===== src/rtl/rom_boot_loader_pkg.sv =====
// Shared types and defaults for the ROM boot loader.
// The CSUM state exists only when ROM_BOOT_LOADER_CHECKSUM_EN is defined.
package rom_boot_loader_pkg;

  localparam logic [7:0]  SYNC_BYTE_DEFAULT      = 8'hA5;
  localparam int unsigned TIMEOUT_CYCLES_DEFAULT = 1000000;

  typedef logic [31:0] word_t;

  typedef enum logic [2:0] {
    ST_IDLE,
    ST_LEN0,
    ST_LEN1,
    ST_DATA,
`ifdef ROM_BOOT_LOADER_CHECKSUM_EN
    ST_CSUM,
`endif
    ST_DONE
  } state_t;

endpackage


===== src/rtl/rom_boot_loader_word_packer.sv =====
// Packs accepted data bytes little-endian into 32-bit words; pulses
// word_valid combinationally on the 4th byte and drops partial words on clear.
module boot_word_packer
  import rom_boot_loader_pkg::*;
(
  input  logic        clk,
  input  logic        rst,
  input  logic        clear,
  input  logic        byte_valid,
  input  logic [7:0]  byte_data,
  output logic        word_valid,
  output logic [31:0] word
);

  logic [1:0]  byte_cnt;
  logic [23:0] partial;
  word_t       packed_word;

  always_ff @(posedge clk) begin
    if (rst || clear) begin
      byte_cnt <= '0;
      partial  <= '0;
    end else if (byte_valid) begin
      byte_cnt <= byte_cnt + 2'd1;
      partial  <= {byte_data, partial[23:8]};
    end
  end

  // Earlier bytes have shifted down, so the newest byte lands on top.
  assign packed_word = {byte_data, partial};
  assign word_valid  = byte_valid && (byte_cnt == 2'd3);
  assign word        = packed_word;

endmodule


===== src/rtl/rom_boot_loader.sv =====
// Framed UART byte stream -> instruction ROM writer; holds the CPU until a
// complete image is loaded. Define ROM_BOOT_LOADER_CHECKSUM_EN for the CSUM byte.
module rom_boot_loader
  import rom_boot_loader_pkg::*;
#(
  parameter int unsigned ADDR_W         = 12,
  parameter int unsigned TIMEOUT_CYCLES = TIMEOUT_CYCLES_DEFAULT,
  parameter logic [7:0]  SYNC_BYTE      = SYNC_BYTE_DEFAULT
)(
  input  logic              clk,
  input  logic              rst,
  input  logic              rx_valid,
  input  logic [7:0]        rx_data,
  output logic              rx_ready,
  output logic              rom_we,
  output logic [ADDR_W-1:0] rom_waddr,
  output logic [31:0]       rom_wdata,
  output logic              cpu_hold,
  output logic              load_ok,
  output logic              load_err
);

  localparam logic [16:0] CAPACITY = 17'(1) << ADDR_W;
`ifdef ROM_BOOT_LOADER_CHECKSUM_EN
  localparam state_t ST_AFTER_DATA = ST_CSUM;
`else
  localparam state_t ST_AFTER_DATA = ST_DONE;
`endif

  state_t      state, next_state;
  logic        accept, is_sync, active, timeout;
  logic [7:0]  len_lo;
  logic [16:0] len, len_in, word_cnt;
  logic [31:0] idle_cnt;
  logic        start, set_err, set_ok, ok_now, data_byte, last_word;
  logic        word_valid;
  logic [31:0] pack_word;
`ifdef ROM_BOOT_LOADER_CHECKSUM_EN
  logic [7:0]  csum;
  logic        csum_match;
`else
  logic        finish, ok_pending;
`endif

  assign accept    = rx_valid && rx_ready;
  assign is_sync   = accept && (rx_data == SYNC_BYTE);
  assign len_in    = {1'b0, rx_data, len_lo};
  assign active    = (state != ST_IDLE) && (state != ST_DONE);
  assign timeout   = active && !accept && (idle_cnt == 32'(TIMEOUT_CYCLES - 1));
  assign last_word = word_valid && (word_cnt == len - 17'd1);
`ifdef ROM_BOOT_LOADER_CHECKSUM_EN
  assign csum_match = (rx_data == csum);
  assign set_ok     = ok_now;
`else
  assign set_ok     = ok_now || ok_pending;
`endif

  boot_word_packer u_packer (
    .clk        (clk),
    .rst        (rst),
    .clear      (start || set_err),
    .byte_valid (data_byte),
    .byte_data  (rx_data),
    .word_valid (word_valid),
    .word       (pack_word)
  );

  always_ff @(posedge clk) begin
    if (rst) state <= ST_IDLE;
    else     state <= next_state;
  end

  always_comb begin
    next_state = state;
    if (timeout) begin
      next_state = ST_IDLE;
    end else begin
      unique case (state)
        ST_IDLE, ST_DONE: if (is_sync) next_state = ST_LEN0;
        ST_LEN0:          if (accept)  next_state = ST_LEN1;
        ST_LEN1: begin
          if (accept) begin
            if (len_in > CAPACITY)  next_state = ST_IDLE;
            else if (len_in == '0)  next_state = ST_AFTER_DATA;
            else                    next_state = ST_DATA;
          end
        end
        ST_DATA:          if (last_word) next_state = ST_AFTER_DATA;
`ifdef ROM_BOOT_LOADER_CHECKSUM_EN
        ST_CSUM:          if (accept) next_state = csum_match ? ST_DONE : ST_IDLE;
`endif
        default:          next_state = ST_IDLE;
      endcase
    end
  end

  always_comb begin
    start     = 1'b0;
    set_err   = timeout;
    ok_now    = 1'b0;
    data_byte = 1'b0;
`ifndef ROM_BOOT_LOADER_CHECKSUM_EN
    finish    = 1'b0;
`endif
    unique case (state)
      ST_IDLE, ST_DONE: start = is_sync;
      ST_LEN1: begin
        if (accept) begin
          if (len_in > CAPACITY) set_err = 1'b1;
`ifndef ROM_BOOT_LOADER_CHECKSUM_EN
          else if (len_in == '0) ok_now = 1'b1;
`endif
        end
      end
      ST_DATA: begin
        data_byte = accept;
`ifndef ROM_BOOT_LOADER_CHECKSUM_EN
        finish    = last_word;
`endif
      end
`ifdef ROM_BOOT_LOADER_CHECKSUM_EN
      ST_CSUM: begin
        if (accept) begin
          if (csum_match) ok_now  = 1'b1;
          else            set_err = 1'b1;
        end
      end
`endif
      default: ;
    endcase
  end

  always_ff @(posedge clk) begin
    if (rst) begin
      rx_ready  <= 1'b0;
      rom_we    <= 1'b0;
      rom_waddr <= '0;
      rom_wdata <= '0;
      cpu_hold  <= 1'b1;
      load_ok   <= 1'b0;
      load_err  <= 1'b0;
      len_lo    <= '0;
      len       <= '0;
      word_cnt  <= '0;
      idle_cnt  <= '0;
`ifdef ROM_BOOT_LOADER_CHECKSUM_EN
      csum      <= '0;
`else
      ok_pending <= 1'b0;
`endif
    end else begin
      rx_ready <= 1'b1;
      rom_we   <= word_valid;
      if (rom_we)     rom_waddr <= rom_waddr + ADDR_W'(1);
      if (word_valid) begin
        rom_wdata <= pack_word;
        word_cnt  <= word_cnt + 17'd1;
      end
      if (accept && state == ST_LEN0) len_lo <= rx_data;
      if (accept && state == ST_LEN1) len    <= len_in;
      if (accept || !active) idle_cnt <= '0;
      else                   idle_cnt <= idle_cnt + 32'd1;
`ifdef ROM_BOOT_LOADER_CHECKSUM_EN
      if (data_byte) csum <= csum ^ rx_data;
`else
      // Success shows one cycle after the final write pulse.
      ok_pending <= finish;
`endif
      if (set_err) load_err <= 1'b1;
      if (set_ok) begin
        load_ok  <= 1'b1;
        cpu_hold <= 1'b0;
      end
      // A reload that begins in the same cycle overrides a pending success.
      if (start) begin
        rom_waddr <= '0;
        word_cnt  <= '0;
        cpu_hold  <= 1'b1;
        load_ok   <= 1'b0;
        load_err  <= 1'b0;
`ifdef ROM_BOOT_LOADER_CHECKSUM_EN
        csum      <= '0;
`endif
      end
    end
  end

endmodule

===== config.mk =====
export PLATFORM = sky130hd
export DESIGN_NAME = rom_boot_loader
export DESIGN_NICKNAME = d
export VERILOG_FILES = /design/src/rtl/rom_boot_loader_pkg.sv /design/src/rtl/rom_boot_loader_word_packer.sv /design/src/rtl/rom_boot_loader.sv
export SDC_FILE = /design/constraint.sdc
export NUM_CORES = 1
export LEC_CHECK = 0
export BUFFER_PORTS_ARGS = -buffer_cell sky130_fd_sc_hd__buf_2
export CAP_MARGIN = 20
export CELL_PAD_IN_SITES_DETAIL_PLACEMENT = 1
export CELL_PAD_IN_SITES_GLOBAL_PLACEMENT = 2
export CORE_ASPECT_RATIO = 0.7
export CORE_MARGIN = 2
export CORE_UTILIZATION = 37
export CTS_BUF_LIST = sky130_fd_sc_hd__clkbuf_2 sky130_fd_sc_hd__clkbuf_4 sky130_fd_sc_hd__clkbuf_8
export DETAILED_ROUTE_END_ITERATION = 7
export GPL_TIMING_DRIVEN = 1
export HOLD_SLACK_MARGIN = 0.1
export PLACE_DENSITY_LB_ADDON = 0.25
export SETUP_SLACK_MARGIN = 0.3
export SLEW_MARGIN = 20
export SYNTH_ARGS = -nofsm -noshare
export SYNTH_HDL_FRONTEND = slang
export SYNTH_SLANG_ARGS = --single-unit

===== constraint.sdc =====
create_clock -name clk -period 3.6 [get_ports clk]
set_input_delay 0.18 -clock clk [delete_from_list [all_inputs] [get_ports clk]]
set_output_delay 0.18 -clock clk [all_outputs]
set_load 0.03 [all_outputs]

==> run_results.csv, run 1 <==
group,metric,value,unit
worst_setup_path,cp-end-kind,"flip-flop",
synth,syn_inst,788,
grt,overflow,0,
drt,dr.pass1.iters,4,
worst_setup_path,cp_slowest_cell,"or4_4",
clock_tree,cts_hold_buf,9,
flow_run,cap_violations,0,
die,rows,40,
min_path,min_from,"rx_valid",
timing,fmax,0.349,GHz
min_path,hold_path_end,"idle_cnt[1]",
die,boundaryPins,60,
drt,drt_iter0_markers,260,
die,die_w,163,um
placed_design,place_area,7060,um2
drt,top_layer,"met5",
power,netSwitchingPower,727,uW
worst_setup_path,path_cells,"inv_1 > ha_1 > or3b_1 > nor3_1 > o2111ai_1 > or4_4 > a311oi_2 > a31o_2 > a2111oi_2",
power,leakagePower,0.00265,uW
power,p_comb_share,2.0,%
synth,synth_edf_count,0,
clock_tree,cts_tree,"done",
drt,wl_met3,787,um
finish,stdcell_area,7540,um2
die,die_h,115,um
finish,multi_input_comb_area,3310,um2
timing,setup-violations-final,0,
clock_tree,cts.sinks,152,
worst_setup_path,reg2reg_setup_slack,0.73,ns
worst_setup_path,worst-path-max-fanout,7,
drt,vias_per_cell,5.15,
worst_setup_path,r2r-end,"state[0]",
timing,period_share,79.6,%
drt,wl,18500,um
finish,area_growth,15.1,%
synth,synthArstFlopShare,0,%
timing,drv_slew,0,
placed_design,gp_congestion,0.907,
timing,fin_crit,2.87,ns
power,peakVddDrop,256,uV
grt,grt_pass1_vias,5724,
worst_setup_path,required,3.90,ns
worst_setup_path,critical_path_class,"reg -> reg",
die,core_area,17300,um2
worst_setup_path,start_kind,"flip-flop",
synth,syn_area,6550,um2
clock_tree,cts_htree_levels,4,
synth,synth-seq-area-share,46.5,%
clock_tree,clk_pin_slew,0.08,ns
drt,wl_per_cell,17.1,um
timing,tightest_slew,0.987,ns
clock_tree,clock_path_buffers,2,
finish,layout_common_cells,"nand2_1 (153), dfxtp_1 (152), nor2_1 (101)",
die,dieArea,18800,um2
worst_setup_path,path_delay_family,"simple AND/OR/NAND/NOR gates",
worst_setup_path,slowest_delay,0.43,ns
drt,met2WireLength,7770,um
synth,ys_seq_elements,152,
worst_setup_path,rr_worst_depth,9,
clock_tree,clk_latency,0.46,ns
worst_setup_path,reg2reg_from,"len[0]",
clock_tree,cts_root_buffer,"clkbuf_8",
finish,final_common_cell,"nand2_1",
placed_design,io_buffers,59,
finish,layout-drive-gt1-share,13.7,%
power,power.total,3050,uW
die,start_util,37.9,%
clock_tree,numCtsBuffers,17,
timing,fin_hold_ws,0.235,ns
power,pwr_density_cell,405,nW/um2
timing,hold_violations,0,
placed_design,dp_hpwl,13600,um
run_status,outcome,"finished clean",
synth,netlist-cell-type-count,52,
drt,ant_nets,0,
worst_setup_path,critical_path_arrival,3.17,ns
synth,ys.flop_type,"dfxtp_1",
finish,fin_nets,859,
finish,register_area,3040,um2
synth,synth_nets,804,
grt,grt_util_all_layers,20.9,%
finish,n_antenna_cell,0,
synth,synth_warnings,0,
drt,dr_total_vias,5594,
grt,antenna_found_initial,1,
power,power.share.sequential,55.1,%
power,pwr-share-clk,43.0,%
clock_tree,postCtsSetupRepairBufs,0,
drt,drc,0,
finish,final_util,43.7,%
power,switching_share,23.8,%
worst_setup_path,critPathBufInv,1,
timing,relSlewSlack,34.0,%
clock_tree,cts_resized,0,
timing,fin_setup_tns,0,ns
timing,rsz0062_at_grt,"no",
timing,fin_skew,0.0129,ns
synth,synth.avg_cell_area,8.31,um2
drt,wl_met1,9730,um
min_path,holdCritPathClass,"in -> reg",
grt,grt_max_degree,61,
grt,grt_pass1_wl,30400,um
min_path,hold_depth,3,
finish,nFillCells,2079,
power,intPower,2330,uW
==> cells in the mapped netlist (all sizes together) (2+ instances only) <==
master	number	share of area [%]
nand2	154	8.8
dfxtp	152	46
nor2	103	6.0
a21oi	74	5.7
xor2	42	5.6
clkbuf	31	1.8
xnor2	30	4.0
mux2i	27	4.1
nand4	22	2.1
nand3	21	1.7
nor4	15	1.4
inv	14	0.80
nor3	12	0.99
and3	11	1.1
buf	11	0.80
o21ai	9	0.69
or3	9	0.86
and4	6	0.80
ha	5	0.96
or4	4	0.57
and2	3	0.29
nand2b	3	0.29
nor4b	3	0.50
a211oi	2	0.23
a21o	2	0.23
a31oi	2	0.19
nor2b	2	0.19
nor3b	2	0.23
==> cell families after synthesis <==
| logic type | synth area share [%] |
|---|---|
| AND/OR/NAND/NOR | 26.4 |
| adder cells (fa/ha/maj) | 0.955 |
| multiplexers | 4.13 |
| buffers and inverters | 3.38 |
| AO/OA/AOI/OAI | 9.09 |
| XOR/XNOR | 9.63 |
| flip-flops | 46.5 |
==> metrics by stage <==
step | setup slack, ns | std cells
after global placement | 0.922 | 1046
after CTS | 0.734 | 1086
after floorplan | 1.10 | 788
after global routing | 0.473 | 1086
final | 0.734 | 1086
after detailed placement | 0.806 | 1046
==> worst max path at each step <==
stage                       from  endpoint  slack, ns  cells past startpoint
final                     len[0]  state[0]       0.73                      9
after global routing      len[0]  state[0]       0.47                      9
after CTS                 len[0]  state[0]       0.73                      9
after detailed placement  len[0]  state[0]       0.81                      9
after global placement    len[0]  state[0]       0.92                      9
after floorplan           len[0]  state[0]       1.10                     10
==> worst min-delay path, cell delays in order <==
cell and delay, ns:
buf_2 0.13, a21oi_1 0.13, and3_1 0.20
==> flip-flops by register name (all words and copies together) (netlist names) <==
signal and cells:
cpu_hold 1, rx_ready 1, rom_waddr 12, rom_wdata 32, len 16, len_lo 8, ok_pending 1, u_packer.partial 24
load_err 1, u_packer.byte_cnt 2, load_ok 1, idle_cnt 32, rom_we 1, state 3, word_cnt 17
==> power by group through the flow <==
stage	logic, uW	clock network [uW]	registers [uW]
after global routing	65.6	1440	1680
after detailed placement	53.9	0	1720
after floorplan	23.1	0	1720
after CTS	61.5	1360	1680
final	60.0	1310	1680
after global placement	52.7	0	1720
==> area by class of cell <==
type / instances / area share (%)
timing repair buffer: 78 / 6.11
multi-input combinational: 580 / 43.9
sequential: 152 / 40.4
clock buffer: 18 / 3.20
clock inverter: 13 / 1.94
inverter: 14 / 0.697
tap: 231 / 3.83
==> layer usage <==
| layer | track usage, % | up-vias |
|---|---|---|
| met1 | 30.2 | 2705 |
| met5 | 0 | - |
| met4 | 5.90 | 2 |
| met3 | 4.65 | 17 |
| met2 | 31.3 | 94 |
| li1 | - | 2776 |
Power figures use the tool's default switching activity.
==> inputs of run 2 (changes only) <==
==> constraint.sdc (replaced) <==
create_clock -name clk -period 2.7 [get_ports clk]
set_input_delay 0.135 -clock clk [delete_from_list [all_inputs] [get_ports clk]]
set_output_delay 0.135 -clock clk [all_outputs]
set_load 0.03 [all_outputs]
==> run_results.csv, run 2 (synthesis results as in run 1) <==
group,metric,value,unit
die,core_area,17300,um2
finish,multi_input_comb_area,3360,um2
timing,hold_violations,0,
drt,ant_nets,0,
worst_setup_path,crit_end,"state[0]",
finish,stdcell_area,7680,um2
placed_design,gp_congestion,0.894,
worst_setup_path,reg2reg_setup_slack,0.24,ns
clock_tree,clock_path_buffers,2,
timing,setup_ws,0.240,ns
flow_run,cap_violations,0,
grt,grt_max_degree,61,
drt,drt_iter0_markers,291,
finish,area_growth,17.3,%
timing,period_share,91.1,%
worst_setup_path,critical_path_class,"reg -> reg",
clock_tree,cts_root_buffer,"clkbuf_8",
worst_setup_path,r2r-end,"state[0]",
timing,fmax,0.406,GHz
timing,tightest_slew,0.693,ns
die,boundaryPins,60,
worst_setup_path,slowest_delay,0.46,ns
power,pwr_density_cell,534,nW/um2
drt,wl_per_cell,17.0,um
finish,layout-drive-gt1-share,15.8,%
finish,nFillCells,2091,
timing,fin_crit,2.46,ns
clock_tree,clk_latency,0.45,ns
finish,register_area,3050,um2
run_status,outcome,"finished clean",
grt,grt_util_all_layers,20.5,%
placed_design,io_buffers,59,
worst_setup_path,rr_worst_depth,9,
power,peakVddDrop,330,uV
drt,drc,0,
placed_design,post-place-ws,0.102,ns
grt,grt_pass1_wl,29800,um
die,rows,40,
worst_setup_path,cp-end-kind,"flip-flop",
drt,top_layer,"met5",
worst_setup_path,cp-startpoint,"len[1]",
drt,vias_per_cell,5.18,
grt,grt_pass1_vias,5694,
grt,overflow,0,
timing,rsz0062_at_grt,"yes",
timing,fin_setup_tns,0,ns
worst_setup_path,start_kind,"flip-flop",
worst_setup_path,critical_path_arrival,2.77,ns
worst_setup_path,reg2reg_from,"len[1]",
finish,reg_top3,"idle_cnt: 32 flops, rom_wdata: 32 flops, u_packer.partial: 24 flops",
clock_tree,clk_pin_slew,0.09,ns
drt,wl,18600,um
drt,dr.pass1.iters,4,
timing,fin_skew,0.0126,ns
finish,final_common_cell,"nand2_1",
finish,layout_common_cells,"nand2_1 (154), dfxtp_1 (150), nor2_1 (101)",
timing,drv_slew,0,
placed_design,dp_hpwl,13300,um
clock_tree,cts.sinks,152,
drt,wl_met1,9420,um
grt,antenna_found_initial,1,
timing,relSlewSlack,53.8,%
worst_setup_path,worst-path-max-fanout,4,
timing,setup-violations-final,0,
worst_setup_path,required,3.01,ns
die,dieArea,18800,um2
clock_tree,numCtsBuffers,17,
power,leakagePower,0.00273,uW
drt,wl_met3,835,um
finish,fin_nets,869,
worst_setup_path,cp_slowest_cell,"or4_4",
worst_setup_path,path_cells,"inv_2 > ha_4 > or3b_4 > o41ai_2 > o2111ai_1 > or4_4 > a311oi_4 > a31o_2 > a2111oi_2",
die,start_util,37.9,%
drt,met2WireLength,8050,um
die,die_w,163,um
clock_tree,cts_tree,"done",
finish,n_antenna_cell,0,
placed_design,place_area,7130,um2
min_path,holdCritPathClass,"in -> reg",
die,die_h,115,um
drt,dr_total_vias,5680,
clock_tree,cts_htree_levels,4,
run 2: cell types whose count changed in the layout (fill, tap and decap cells not counted), sizes merged:
cell	change
clkbuf	+1
clkinvlp	+1
buf	+10
clkinv	-2
run 2: metal layers:
layer / GRT usage, % / up-vias
li1: - / 2790
met3: 5.16 / 20
met1: 28.2 / 2777
met4: 5.31 / 2
met2: 32.2 / 91
met5: 0 / -
run 2: worst max-delay path, delay by kind of cell (launching register included):
| kind | cells | cell delay [ns] |
|---|---|---|
| and+or+nand+nor | 2 | 0.84 |
| adders and majority gates | 1 | 0.13 |
| DFF | 1 | 0.35 |
| AOI/OAI and AO/OA | 5 | 0.94 |
| buffers and inverters | 1 | 0.06 |
run 2: worst min path at each step:
stage | to | start | cells past startpoint
after global placement | rx_ready | rst | 2
after CTS | idle_cnt[1] | rx_valid | 3
after global routing | idle_cnt[1] | rx_valid | 3
after detailed placement | rx_ready | rst | 2
final | idle_cnt[1] | rx_valid | 3
after floorplan | u_packer.partial[16] | rx_data[0] | 2
run 2: area by class of cell:
type | count | share of cell area [%]
clock buffers | 19 | 3.32
clock inverters | 12 | 1.84
inverters | 14 | 0.684
multi-input cells | 580 | 43.7
flip-flops and latches | 152 | 39.7
well taps | 231 | 3.76
repair buffers | 88 | 6.97
run 2: repair_timing:
item                                    in CTS  in global routing
cloned                                       0                  0
buffers inserted                             3                  1
endpoints found under the hold margin       33                  0
gates resized for setup                      8                  1
endpoints found under the setup margin       4                  4
hold buffers                                 9                  0
run 2: metrics by stage:
stage	total power, uW	hold slack (ns)	std cells	utilization, %
6_report	4100	0.196	1096	44.5
3_3_place_gp	2360	0.403	1052	41.3
4_1_cts	4170	0.168	1095	44.4
2_1_floorplan	2330	0.271	788	-
3_5_place_dp	2370	0.422	1052	41.3
5_1_grt	4270	0.175	1096	44.5
run 2: where the power goes:
part	switching, uW	internal (uW)	leakage, uW
clock	913	865	0.000191
combinational	60.1	21.5	0.00131
sequential	1.49	2240	0.00123
total	975	3130	0.00273
==> inputs of run 3 (changes only) <==
--- a/config.mk
+++ b/config.mk
@@ -11,7 +11,7 @@
 export CELL_PAD_IN_SITES_GLOBAL_PLACEMENT = 2
 export CORE_ASPECT_RATIO = 0.7
 export CORE_MARGIN = 2
-export CORE_UTILIZATION = 37
+export CORE_UTILIZATION = 38
 export CTS_BUF_LIST = sky130_fd_sc_hd__clkbuf_2 sky130_fd_sc_hd__clkbuf_4 sky130_fd_sc_hd__clkbuf_8
 export DETAILED_ROUTE_END_ITERATION = 7
 export GPL_TIMING_DRIVEN = 1
@@ -21,4 +21,5 @@
 export SLEW_MARGIN = 20
 export SYNTH_ARGS = -nofsm -noshare
 export SYNTH_HDL_FRONTEND = slang
+export SYNTH_HIERARCHICAL = 1
 export SYNTH_SLANG_ARGS = --single-unit
==> run_results.csv, run 3 <==
group,metric,value,unit
run_status,outcome,"finished clean",
min_path,hold_path_end,"rx_ready",
drt,wl_per_cell,16.3,um
grt,antenna_found_initial,1,
timing,relSlewSlack,55.1,%
finish,fin_nets,828,
worst_setup_path,worst-path-max-fanout,6,
synth,netlist-cell-type-count,59,
drt,dr.pass1.iters,4,
worst_setup_path,cp_slowest_cell,"or4_4",
min_path,min_from,"rst",
grt,grt_max_degree,62,
synth,synth.avg_cell_area,8.92,um2
min_path,hold_depth,3,
placed_design,dp_hpwl,11800,um
synth,synth_edf_count,0,
drt,wl,17200,um
clock_tree,numCtsBuffers,17,
clock_tree,cts_htree_levels,4,
timing,setup-violations-final,0,
finish,area_growth,16.1,%
worst_setup_path,r2r-end,"state[0]",
synth,yosysTopAreaCellShare,45.2,%
clock_tree,clock_path_buffers,2,
finish,multi_input_comb_area,3480,um2
finish,nFillCells,2035,
worst_setup_path,reg2reg_setup_slack,0.26,ns
worst_setup_path,required,3.05,ns
die,boundaryPins,60,
synth,synth_top_cell_by_area,"dfxtp_1",
timing,drv_slew,0,
drt,ant_nets,0,
worst_setup_path,critical_path_arrival,2.79,ns
synth,syn_area,6730,um2
worst_setup_path,critical_path_class,"reg -> reg",
drt,drc,0,
die,die_w,163,um
timing,rsz0062_at_grt,"yes",
timing,fin_setup_tns,0,ns
grt,overflow,0,
clock_tree,clk_latency,0.47,ns
timing,fin_crit,2.44,ns
synth,synth_nets,771,
clock_tree,cts_root_buffer,"clkbuf_8",
timing,tightest_slew,0.673,ns
finish,layout_common_cells,"nor2_1 (148), dfxtp_1 (144), mux2i_1 (68)",
drt,vias_per_cell,5.07,
clock_tree,cts.sinks,152,
worst_setup_path,slowest_delay,0.56,ns
grt,grt_pass1_vias,5530,
finish,layout-drive-gt1-share,18.9,%
die,core_area,17300,um2
placed_design,gp_congestion,0.869,
worst_setup_path,cp-end-kind,"flip-flop",
worst_setup_path,reg2reg_from,"len[1]",
power,peakVddDrop,369,uV
worst_setup_path,start_kind,"flip-flop",
finish,final_common_cell,"nor2_1",
flow_run,cap_violations,0,
worst_setup_path,path_cells,"or4_4 > buf_6 > or3_4 > a31oi_4 > nand4_1 > nor4_2 > nand2b_4 > a21oi_2",
synth,synthArstFlopShare,0,%
timing,fmax,0.410,GHz
min_path,holdCritPathClass,"in -> reg",
timing,hold_violations,0,
timing,period_share,90.3,%
finish,reg_top3,"idle_cnt: 32 flops, rom_wdata: 32 flops, u_packer/partial: 24 flops",
synth,synth-seq-area-share,45.2,%
drt,drt_iter0_markers,380,
synth,synth.most_common_cell,"dfxtp_1",
drt,dr_total_vias,5358,
die,die_h,115,um
timing,fin_skew,0.0152,ns
synth,ys.flop_type,"dfxtp_1",
synth,syn_inst,755,
finish,final_util,45.3,%
clock_tree,cts_tree,"done",
placed_design,io_buffers,59,
clock_tree,clk_pin_slew,0.09,ns
power,pwr_density_cell,534,nW/um2
finish,n_antenna_cell,0,
finish,register_area,3060,um2
synth,synth.area.top_cells,"dfxtp_1 (45%), mux2i_1 (10%), nor2_1 (8.4%)",
power,leakagePower,0.00283,uW
synth,synth_warnings,6,
worst_setup_path,rr_worst_depth,8,
synth,ys_seq_elements,152,
die,rows,40,
synth,ys_top_cells_by_count,"dfxtp_1 (152), nor2_1 (151), mux2i_1 (68), nand2_1 (62), xor2_1 (41)",
grt,grt_pass1_wl,28400,um
die,dieArea,18800,um2
die,start_util,39.0,%
grt,grt_util_all_layers,19.1,%
[run 3: changes by cell type after synthesis, sizes merged, moves of 3 or more]
cell	before	now
a21oi	74	26
xnor2	30	33
inv	14	10
mux2i	27	68
and4	6	0
nand2	154	62
nor2	103	152
buf	11	20
or2	0	5
[run 3: worst max-delay path: cells and delay by family (launching register included)]
family / cells / cell delay, ns
compound gates: 2 / 0.25
buf+inv: 1 / 0.15
flops: 1 / 0.37
simple gates: 5 / 1.56
[run 3: cells by family (layout without fill, tap and decap cells)]
kind of cell | after synthesis | after routing | share of synthesized area (%)
xor+xnor | 74 | 74 | 9.63
buf+inv | 59 | 129 | 4.78
compound gates | 58 | 58 | 5.54
fa+ha+maj | 5 | 5 | 0.929
mux | 68 | 68 | 10.1
simple gates | 339 | 339 | 23.8
flops | 152 | 152 | 45.2
[run 3: area by class of cell]
cell class | instances | area share (%)
clock buffer | 18 | 3.09
clock inverter | 14 | 2.24
inverter | 10 | 0.480
multi-input combinational | 544 | 44.5
sequential | 152 | 39.1
tap | 231 | 3.70
timing repair buffer | 87 | 6.87
[run 3: metrics by stage]
stage	std cells	instance area (um2)	hold slack [ns]	worst slack, ns	power (uW)
2_1_floorplan	755	6740	0.271	0.333	2340
3_3_place_gp	1009	7140	0.438	0.268	2360
3_5_place_dp	1009	7140	0.454	0.0983	2360
4_1_cts	1054	7730	0.267	0.241	4240
5_1_grt	1056	7820	0.299	0.148	4330
6_report	1056	7820	0.281	0.261	4170
[run 3: worst max-delay path by stage]
stage / start / end / cells after the start / slack [ns]
2_1_floorplan: len[0] / state[0] / 10 / 0.33
5_1_grt: len[0] / state[0] / 9 / 0.15
3_5_place_dp: len[0] / state[1] / 9 / 0.1
6_report: len[1] / state[0] / 8 / 0.26
4_1_cts: len[1] / state[1] / 7 / 0.24
3_3_place_gp: len[5] / state[0] / 7 / 0.27
[run 3: repair_timing]
action / in CTS / in global routing
hold buffers: 8 / 0
hold endpoints to repair: 32 / 0
setup endpoints to repair: 30 / 36
gates resized for setup: 18 / 18
setup buffers: 5 / 2
pin swaps: 4 / 6
[run 3: per-layer routing]
metal / global-route usage (%) / vias to the layer above / share of wire [%]
met5: 0 / - / 0.041
met4: 4.72 / 2 / 1.0
met3: 5.66 / 18 / 4.7
met2: 29.1 / 80 / 43
met1: 26.8 / 2587 / 51
li1: - / 2671 / -
[run 3: report_power, final]
group | internal, uW | leakage, uW | switching (uW)
clock network | 875 | 0.000214 | 982
registers | 2240 | 0.00123 | 0.662
logic | 22.0 | 0.00139 | 56.2
total | 3130 | 0.00283 | 1040
